File: src/rtl/rr_decode_arbiter_4_if.sv
// Request/grant bundle between request sources and the round-robin arbiter.
// req is level-held by a requester while it wants the resource; grant is a
// registered one-hot select that stays stable until the owner drops req,
// en falls, or the hold timeout fires. There is no per-beat valid/ready:
// req is the request level and grant is the standing acknowledgement.
interface rr_decode_arbiter_4_if;
  logic       en;
  logic [3:0] req;
  logic [3:0] grant;
  logic [1:0] grant_idx;
  logic       grant_valid;
  logic       preempt;

  modport master (
    output en,
    output req,
    input  grant,
    input  grant_idx,
    input  grant_valid,
    input  preempt
  );

  modport slave (
    input  en,
    input  req,
    output grant,
    output grant_idx,
    output grant_valid,
    output preempt
  );
endinterface

File: src/rtl/rr_decode_arbiter_4.sv
// Four-way round-robin arbiter: registered owner index decoded to an en-gated
// one-hot grant, with hold timeout preemption and a one-cycle turnaround gap.
module rr_decode_arbiter_4 #(
  parameter int HOLD_MAX = 8
) (
  input  logic                  clk,
  input  logic                  rst,
  rr_decode_arbiter_4_if.slave  bus,
  output logic [1:0]            state_o
);

  localparam int HOLD_W = $clog2(HOLD_MAX + 1);

  localparam logic [1:0] ST_IDLE  = 2'd0;
  localparam logic [1:0] ST_GRANT = 2'd1;
  localparam logic [1:0] ST_GAP   = 2'd2;

  localparam logic [HOLD_W-1:0] HOLD_LAST = HOLD_W'(HOLD_MAX - 1);
  localparam logic [HOLD_W-1:0] HOLD_SAT  = HOLD_W'(HOLD_MAX);
  localparam logic [HOLD_W-1:0] HOLD_ONE  = HOLD_W'(1);

  logic [1:0]        state_q, state_d;
  logic [1:0]        ptr_q, ptr_d;
  logic [HOLD_W-1:0] hold_cnt_q, hold_cnt_d;
  logic [3:0]        grant_q, grant_d;
  logic [1:0]        grant_idx_q, grant_idx_d;
  logic              grant_valid_q, grant_valid_d;
  logic              preempt_q, preempt_d;

  logic              pick_found;
  logic [1:0]        pick_idx;
  logic              others_wait;

  function automatic logic [3:0] decode2to4(input logic [1:0] idx, input logic en);
    decode2to4 = en ? (4'b0001 << idx) : 4'b0000;
  endfunction

  // Scan offsets high to low so the lowest offset from start wins.
  function automatic logic [2:0] rr_pick(input logic [3:0] req, input logic [1:0] start);
    logic [1:0] cand;
    rr_pick = 3'b000;
    for (int i = 3; i >= 0; i--) begin
      cand = start + 2'(i);
      if (req[cand]) rr_pick = {1'b1, cand};
    end
  endfunction

  assign {pick_found, pick_idx} = rr_pick(bus.req, ptr_q);
  assign others_wait = |(bus.req & ~grant_q);

  always_comb begin
    state_d       = state_q;
    ptr_d         = ptr_q;
    hold_cnt_d    = hold_cnt_q;
    grant_d       = grant_q;
    grant_idx_d   = grant_idx_q;
    grant_valid_d = grant_valid_q;
    preempt_d     = 1'b0;

    case (state_q)
      ST_GRANT: begin
        hold_cnt_d = (hold_cnt_q == HOLD_SAT) ? hold_cnt_q : hold_cnt_q + HOLD_ONE;
        if (!bus.en) begin
          state_d       = ST_IDLE;
          grant_d       = 4'b0000;
          grant_valid_d = 1'b0;
          hold_cnt_d    = '0;
        end else if (!bus.req[grant_idx_q]) begin
          state_d       = ST_GAP;
          grant_d       = 4'b0000;
          grant_valid_d = 1'b0;
          hold_cnt_d    = '0;
          ptr_d         = grant_idx_q + 2'd1;
        end else if ((hold_cnt_q >= HOLD_LAST) && others_wait) begin
          // >= rather than == so a late arrival after saturation still preempts.
          state_d       = ST_GAP;
          grant_d       = 4'b0000;
          grant_valid_d = 1'b0;
          hold_cnt_d    = '0;
          ptr_d         = grant_idx_q + 2'd1;
          preempt_d     = 1'b1;
        end
      end
      default: begin
        state_d       = ST_IDLE;
        grant_d       = 4'b0000;
        grant_valid_d = 1'b0;
        hold_cnt_d    = '0;
        if (bus.en && pick_found) begin
          state_d       = ST_GRANT;
          grant_idx_d   = pick_idx;
          grant_d       = decode2to4(pick_idx, bus.en);
          grant_valid_d = 1'b1;
        end
      end
    endcase
  end

  always_ff @(posedge clk or posedge rst) begin
    if (rst) begin
      state_q       <= ST_IDLE;
      ptr_q         <= 2'd0;
      hold_cnt_q    <= '0;
      grant_q       <= 4'b0000;
      grant_idx_q   <= 2'd0;
      grant_valid_q <= 1'b0;
      preempt_q     <= 1'b0;
    end else begin
      state_q       <= state_d;
      ptr_q         <= ptr_d;
      hold_cnt_q    <= hold_cnt_d;
      grant_q       <= grant_d;
      grant_idx_q   <= grant_idx_d;
      grant_valid_q <= grant_valid_d;
      preempt_q     <= preempt_d;
    end
  end

  assign bus.grant       = grant_q;
  assign bus.grant_idx   = grant_idx_q;
  assign bus.grant_valid = grant_valid_q;
  assign bus.preempt     = preempt_q;
  assign state_o         = state_q;

  a_onehot: assert property (@(posedge clk) disable iff (rst) $onehot0(grant_q));
  a_valid:  assert property (@(posedge clk) disable iff (rst) grant_valid_q == (|grant_q));
  a_index:  assert property (@(posedge clk) disable iff (rst)
                             grant_valid_q |-> (grant_q == (4'b0001 << grant_idx_q)));

endmodule

File: src/flat_wrapper.sv
// flat-port wrapper written by rule: the top's interface ports become plain ports
module rr_decode_arbiter_4_flat 
#(
  parameter int HOLD_MAX = 8
)
  (clk, rst, state_o, bus_en, bus_req, bus_grant, bus_grant_idx, bus_grant_valid, bus_preempt);
  rr_decode_arbiter_4_if bus_i ();
  input  logic clk;
  input  logic rst;
  output logic [1:0] state_o;
  input wire logic [$bits(bus_i.en)-1:0] bus_en;
  input wire logic [$bits(bus_i.req)-1:0] bus_req;
  output wire logic [$bits(bus_i.grant)-1:0] bus_grant;
  output wire logic [$bits(bus_i.grant_idx)-1:0] bus_grant_idx;
  output wire logic [$bits(bus_i.grant_valid)-1:0] bus_grant_valid;
  output wire logic [$bits(bus_i.preempt)-1:0] bus_preempt;
  assign bus_i.en = bus_en;
  assign bus_i.req = bus_req;
  assign bus_grant = bus_i.grant;
  assign bus_grant_idx = bus_i.grant_idx;
  assign bus_grant_valid = bus_i.grant_valid;
  assign bus_preempt = bus_i.preempt;
  rr_decode_arbiter_4 #(.HOLD_MAX(HOLD_MAX)) u_core (.clk(clk), .rst(rst), .bus(bus_i), .state_o(state_o));
endmodule
File: config.mk
export PLATFORM = sky130hd
export DESIGN_NAME = rr_decode_arbiter_4_flat
export DESIGN_NICKNAME = d
export VERILOG_FILES = /design/src/rtl/rr_decode_arbiter_4_if.sv /design/src/rtl/rr_decode_arbiter_4.sv /design/src/flat_wrapper.sv
export SDC_FILE = /design/constraint.sdc
export NUM_CORES = 1
export LEC_CHECK = 0
export BUFFER_PORTS_ARGS = -buffer_cell sky130_fd_sc_hd__buf_4
export CAP_MARGIN = 30
export CORE_ASPECT_RATIO = 0.9
export CORE_MARGIN = 2
export CORE_UTILIZATION = 52
export DETAILED_ROUTE_END_ITERATION = 16
export GPL_TIMING_DRIVEN = 0
export PLACE_DENSITY = 0.77
export SETUP_SLACK_MARGIN = 0.5
export SYNTH_ARGS = -nofsm -noshare
export SYNTH_HDL_FRONTEND = slang
export SYNTH_SLANG_ARGS = --single-unit
File: constraint.sdc
create_clock -name clk -period 2.1 [get_ports clk]
set_input_delay 0.525 -clock clk [delete_from_list [all_inputs] [get_ports clk]]
set_output_delay 0.525 -clock clk [all_outputs]
set_load 0.005 [all_outputs]
==> summary.log <==
qor: status.run_status finished, final reports clean
qor: timing.post-route-period-util 74.53%
qor: timing.rsz_0062_raised_after_global_routing true
qor: die.die_y_extent 41.72 µm
qor: global_route.grt_antenna_before_repair 0
qor: setup_path.r2r_start u_core.hold_cnt_q[0]
qor: timing.layout_min_cycle_time 1.565 ns
qor: timing.timing.hold.ws 0.2879 ns
qor: synthesis.synth_enable_flop_cells 0
qor: cts.tritoncts done
qor: cts.clkSinkCount 15
qor: pwr.power.ir.vdd_worst 0.8201 mV
qor: die.core_area 1464 µm²
qor: synthesis.synth-warning-count 0
qor: die.initial_core_util 56.15%
qor: cts.tritoncts.num_buffers 3
qor: cts.cts.hold.buffers_added 0
qor: synthesis.main_area_contributors_after_synthesis sky130_fd_sc_hd__dfrtp_1 (46%), sky130_fd_sc_hd__a41oi_4 (3.3%), sky130_fd_sc_hd__inv_1 (3.2%)
qor: setup_path.critical_path.endpoint_type register
qor: routing.first_pass_iters 4
qor: setup_path.worst_setup_path_start_kind register
qor: place.placed_cells_incl_taps 105
qor: synthesis.gate_count_of_the_mapped_netlist 74
qor: cells_and_area.post_route_cells_drive_above_1_share 39.58%
qor: routing.wire_per_inst 15.57 µm
qor: timing.endpoints_failing_hold 0
qor: cells_and_area.layout.nets 106
qor: synthesis.yosys_register_bits 15
qor: routing.route.detailed.vias_per_inst 5.793
qor: timing.setup-violations-final 0
qor: place.routabilityCongestion 0.7308
qor: cells_and_area.n_fill_cell 110
qor: die.dieArea 1915 µm²
qor: cells_and_area.cell_count_final_fillers_out 111
qor: routing.route.vias.total 643
qor: setup_path.timing.critical_path.fanout_max 4
qor: synthesis.seq_area_frac_synth 45.66%
qor: timing.timing.setup.tns 0 ns
qor: synthesis.synth.distinct_cells 36
qor: global_route.globalRouteOverflowTotal 0
qor: global_route.first_pass_grt_wire_length 2918 µm
qor: synthesis.postSynth.asyncResetShare 100.0%
qor: routing.wirelength 1728 µm
qor: cells_and_area.synthToLayoutAreaGrowth 25.57%
qor: routing.drc 0
qor: setup_path.crit_start u_core.hold_cnt_q[0]
qor: synthesis.post-synth-top-area-cell sky130_fd_sc_hd__dfrtp_1
qor: setup_path.cp_slowest_cell sky130_fd_sc_hd__dfrtp_1
qor: global_route.grt_start_max_net_pins 16
qor: timing.max_slew.worst_pin.slew 0.5612 ns
qor: cts.clock_latency 0.28 ns
qor: setup_path.crit_chain ha_1, a21oi_2, a41oi_4, o21ai_4, mux2_4
qor: global_route.grt_usage 20.93%
qor: timing.clock.fmax 638.9 MHz
qor: die.dieWidth 45.91 µm
qor: place.dp_hpwl 1281 µm
qor: cts.cts.path.max_buffers 2
qor: setup_path.timing.setup.critical_path_class register to register
qor: place.placed_cell_area 972.2 µm²
qor: synthesis.ys_dominant_reg_cell sky130_fd_sc_hd__dfrtp_1
qor: timing.final_max_slew_viol_count 0
qor: setup_path.slowest_delay 0.43 ns
qor: die.design.portCount 17
qor: cts.clock_transition_time_at_the_flip_flop_clock_pins_of_the_worst_setup_and_hold_paths 0.09 ns
qor: cells_and_area.final_design_area_no_fill 1032 µm²
qor: routing.detailedRoute.firstIterationViolations 13
qor: routing.final_antenna_net_count 0
qor: cts.cts_htree_levels 1
qor: setup_path.worst_ep_required_time 2.28 ns
qor: synthesis.syn-mean-instance-area 11.11 µm²
qor: worst_hold_path.holdCritPathClass input pin to asynchronous set/reset pin
qor: synthesis.syn_area 822.0 µm²
qor: synthesis.synth_top_area_share 45.66%
qor: cells_and_area.antenna_cells_inserted 0
qor: cells_and_area.layout.core_utilization 70.51%
qor: place.place.port_buffers 16
qor: cts.clock_tree.root_cell sky130_fd_sc_hd__clkbuf_4
qor: synthesis.synth_fp_nets 83
qor: timing.worst_clock_skew 0.001066 ns
qor: pwr.p_per_area 988.9 nW/µm²
qor: die.count_of_standard_cell_rows 13
qor: job.cap_viol_max_count 0
qor: pwr.power_leakage 0.5236 nW
qor: global_route.first_global_vias 655
qor: timing.slew_headroom 62.54%
qor: setup_path.worst-endpoint-arrival 1.74 ns
==> worst paths after layout <==
kind	endpoint	depth (start not counted)	slack, ns
max	u_core.ptr_q[1]	5	0.53
min	u_core.bus.grant_idx[1]	2	0.29
max reg2reg	u_core.ptr_q[1]	5	0.53
min reg2reg	u_core.bus.grant[0]	1	0.54
max in group asynchronous	u_core.bus.grant_idx[0]	2	1.42
min in group clk	u_core.bus.grant[0]	1	0.54
==> layout by cell type, fill, tap and decap left out, types with 2 or more instances in the layout <==
cell,instances
sky130_fd_sc_hd__nand2_1,2
sky130_fd_sc_hd__buf_4,19
sky130_fd_sc_hd__nand2b_1,4
sky130_fd_sc_hd__xor2_1,3
sky130_fd_sc_hd__inv_1,7
sky130_fd_sc_hd__a21oi_1,3
sky130_fd_sc_hd__nor2_1,6
sky130_fd_sc_hd__a22o_1,2
sky130_fd_sc_hd__or2b_1,2
sky130_fd_sc_hd__ha_1,2
sky130_fd_sc_hd__clkbuf_4,3
sky130_fd_sc_hd__dfrtp_1,14
sky130_fd_sc_hd__mux2_2,2
==> cell families after synthesis <==
family,share of synthesized area [%]
and+or+nand+nor,17.81
muxes,8.523
buffers and inverters,4.567
AOI/OAI and AO/OA,16.14
DFF,45.66
xor gates and xnor gates,4.263
adders and majority gates,3.044
==> what timing repair did <==
| item | CTS | global route |
|---|---|---|
| setup endpoints to repair | 3 | 4 |
| gates cloned | 0 | 0 |
| pin swaps | 0 | 1 |
| setup buffers | 0 | 2 |
| gates resized for setup | 3 | 1 |
==> synth_stat cells, types with 2 or more instances <==
cell / n
sky130_fd_sc_hd__nand2_1: 2
sky130_fd_sc_hd__a21oi_1: 4
sky130_fd_sc_hd__or2b_1: 2
sky130_fd_sc_hd__nor2_1: 6
sky130_fd_sc_hd__xor2_1: 3
sky130_fd_sc_hd__mux2_2: 2
sky130_fd_sc_hd__dfrtp_1: 15
sky130_fd_sc_hd__a22o_1: 2
sky130_fd_sc_hd__inv_1: 7
sky130_fd_sc_hd__ha_1: 2
sky130_fd_sc_hd__nand2b_1: 4
==> cell type report <==
class / instances / area (µm²) / share of cell area (%)
multi-input combinational: 50 / 437.9 / 42.42
sequential: 15 / 376.6 / 36.48
timing repair buffer: 18 / 135.1 / 13.09
inverter: 8 / 30.03 / 2.909
clock buffer: 4 / 26.28 / 2.545
tap: 15 / 18.77 / 1.818
buffer: 1 / 7.507 / 0.7273
==> per-layer routing <==
metal  part of all wire [%]  routed length [µm]  global-route usage [%]  vias to the layer above
li1                       -                   -                       -                      302
met1                     43                 736                   30.19                      316
met2                     49                 855                   31.11                       20
met3                    6.0                 103                   2.609                        5
met4                    1.8                  31                   8.571                        0
met5                      0                   0                       0                        -
==> flip-flops by register name (all words and copies together), names as in the netlist <==
| signal | cells |
|---|---|
| u_core.bus.grant_idx | 2 |
| u_core.hold_cnt_q | 4 |
| u_core.state_o | 2 |
| u_core.ptr_q | 2 |
| u_core.bus.grant | 4 |
| u_core.bus.preempt | 1 |
==> through the flow <==
stage | total power, mW | setup slack [ns]
detailed placement | 0.8159 | 0.3296
global placement | 0.8005 | 0.3375
CTS | 0.9920 | 0.5033
floorplan | 0.6657 | 0.5012
finish | 1.021 | 0.5349
global route | 1.090 | 0.4658
==> power by group <==
group	switching (mW)	internal, mW
combinational	0.180	0.241
sequential	0.0768	0.357
clock	0.0921	0.0738
total	0.349	0.672
==> critical path, delay by kind of cell, from the launching register on <==
| kind | cells | cell delay, ns |
|---|---|---|
| AOI/OAI and AO/OA | 3 | 0.47 |
| DFF | 1 | 0.43 |
| muxes | 1 | 0.31 |
| adders and majority gates | 1 | 0.25 |
Note: power is estimated with default switching activity, not from simulation.
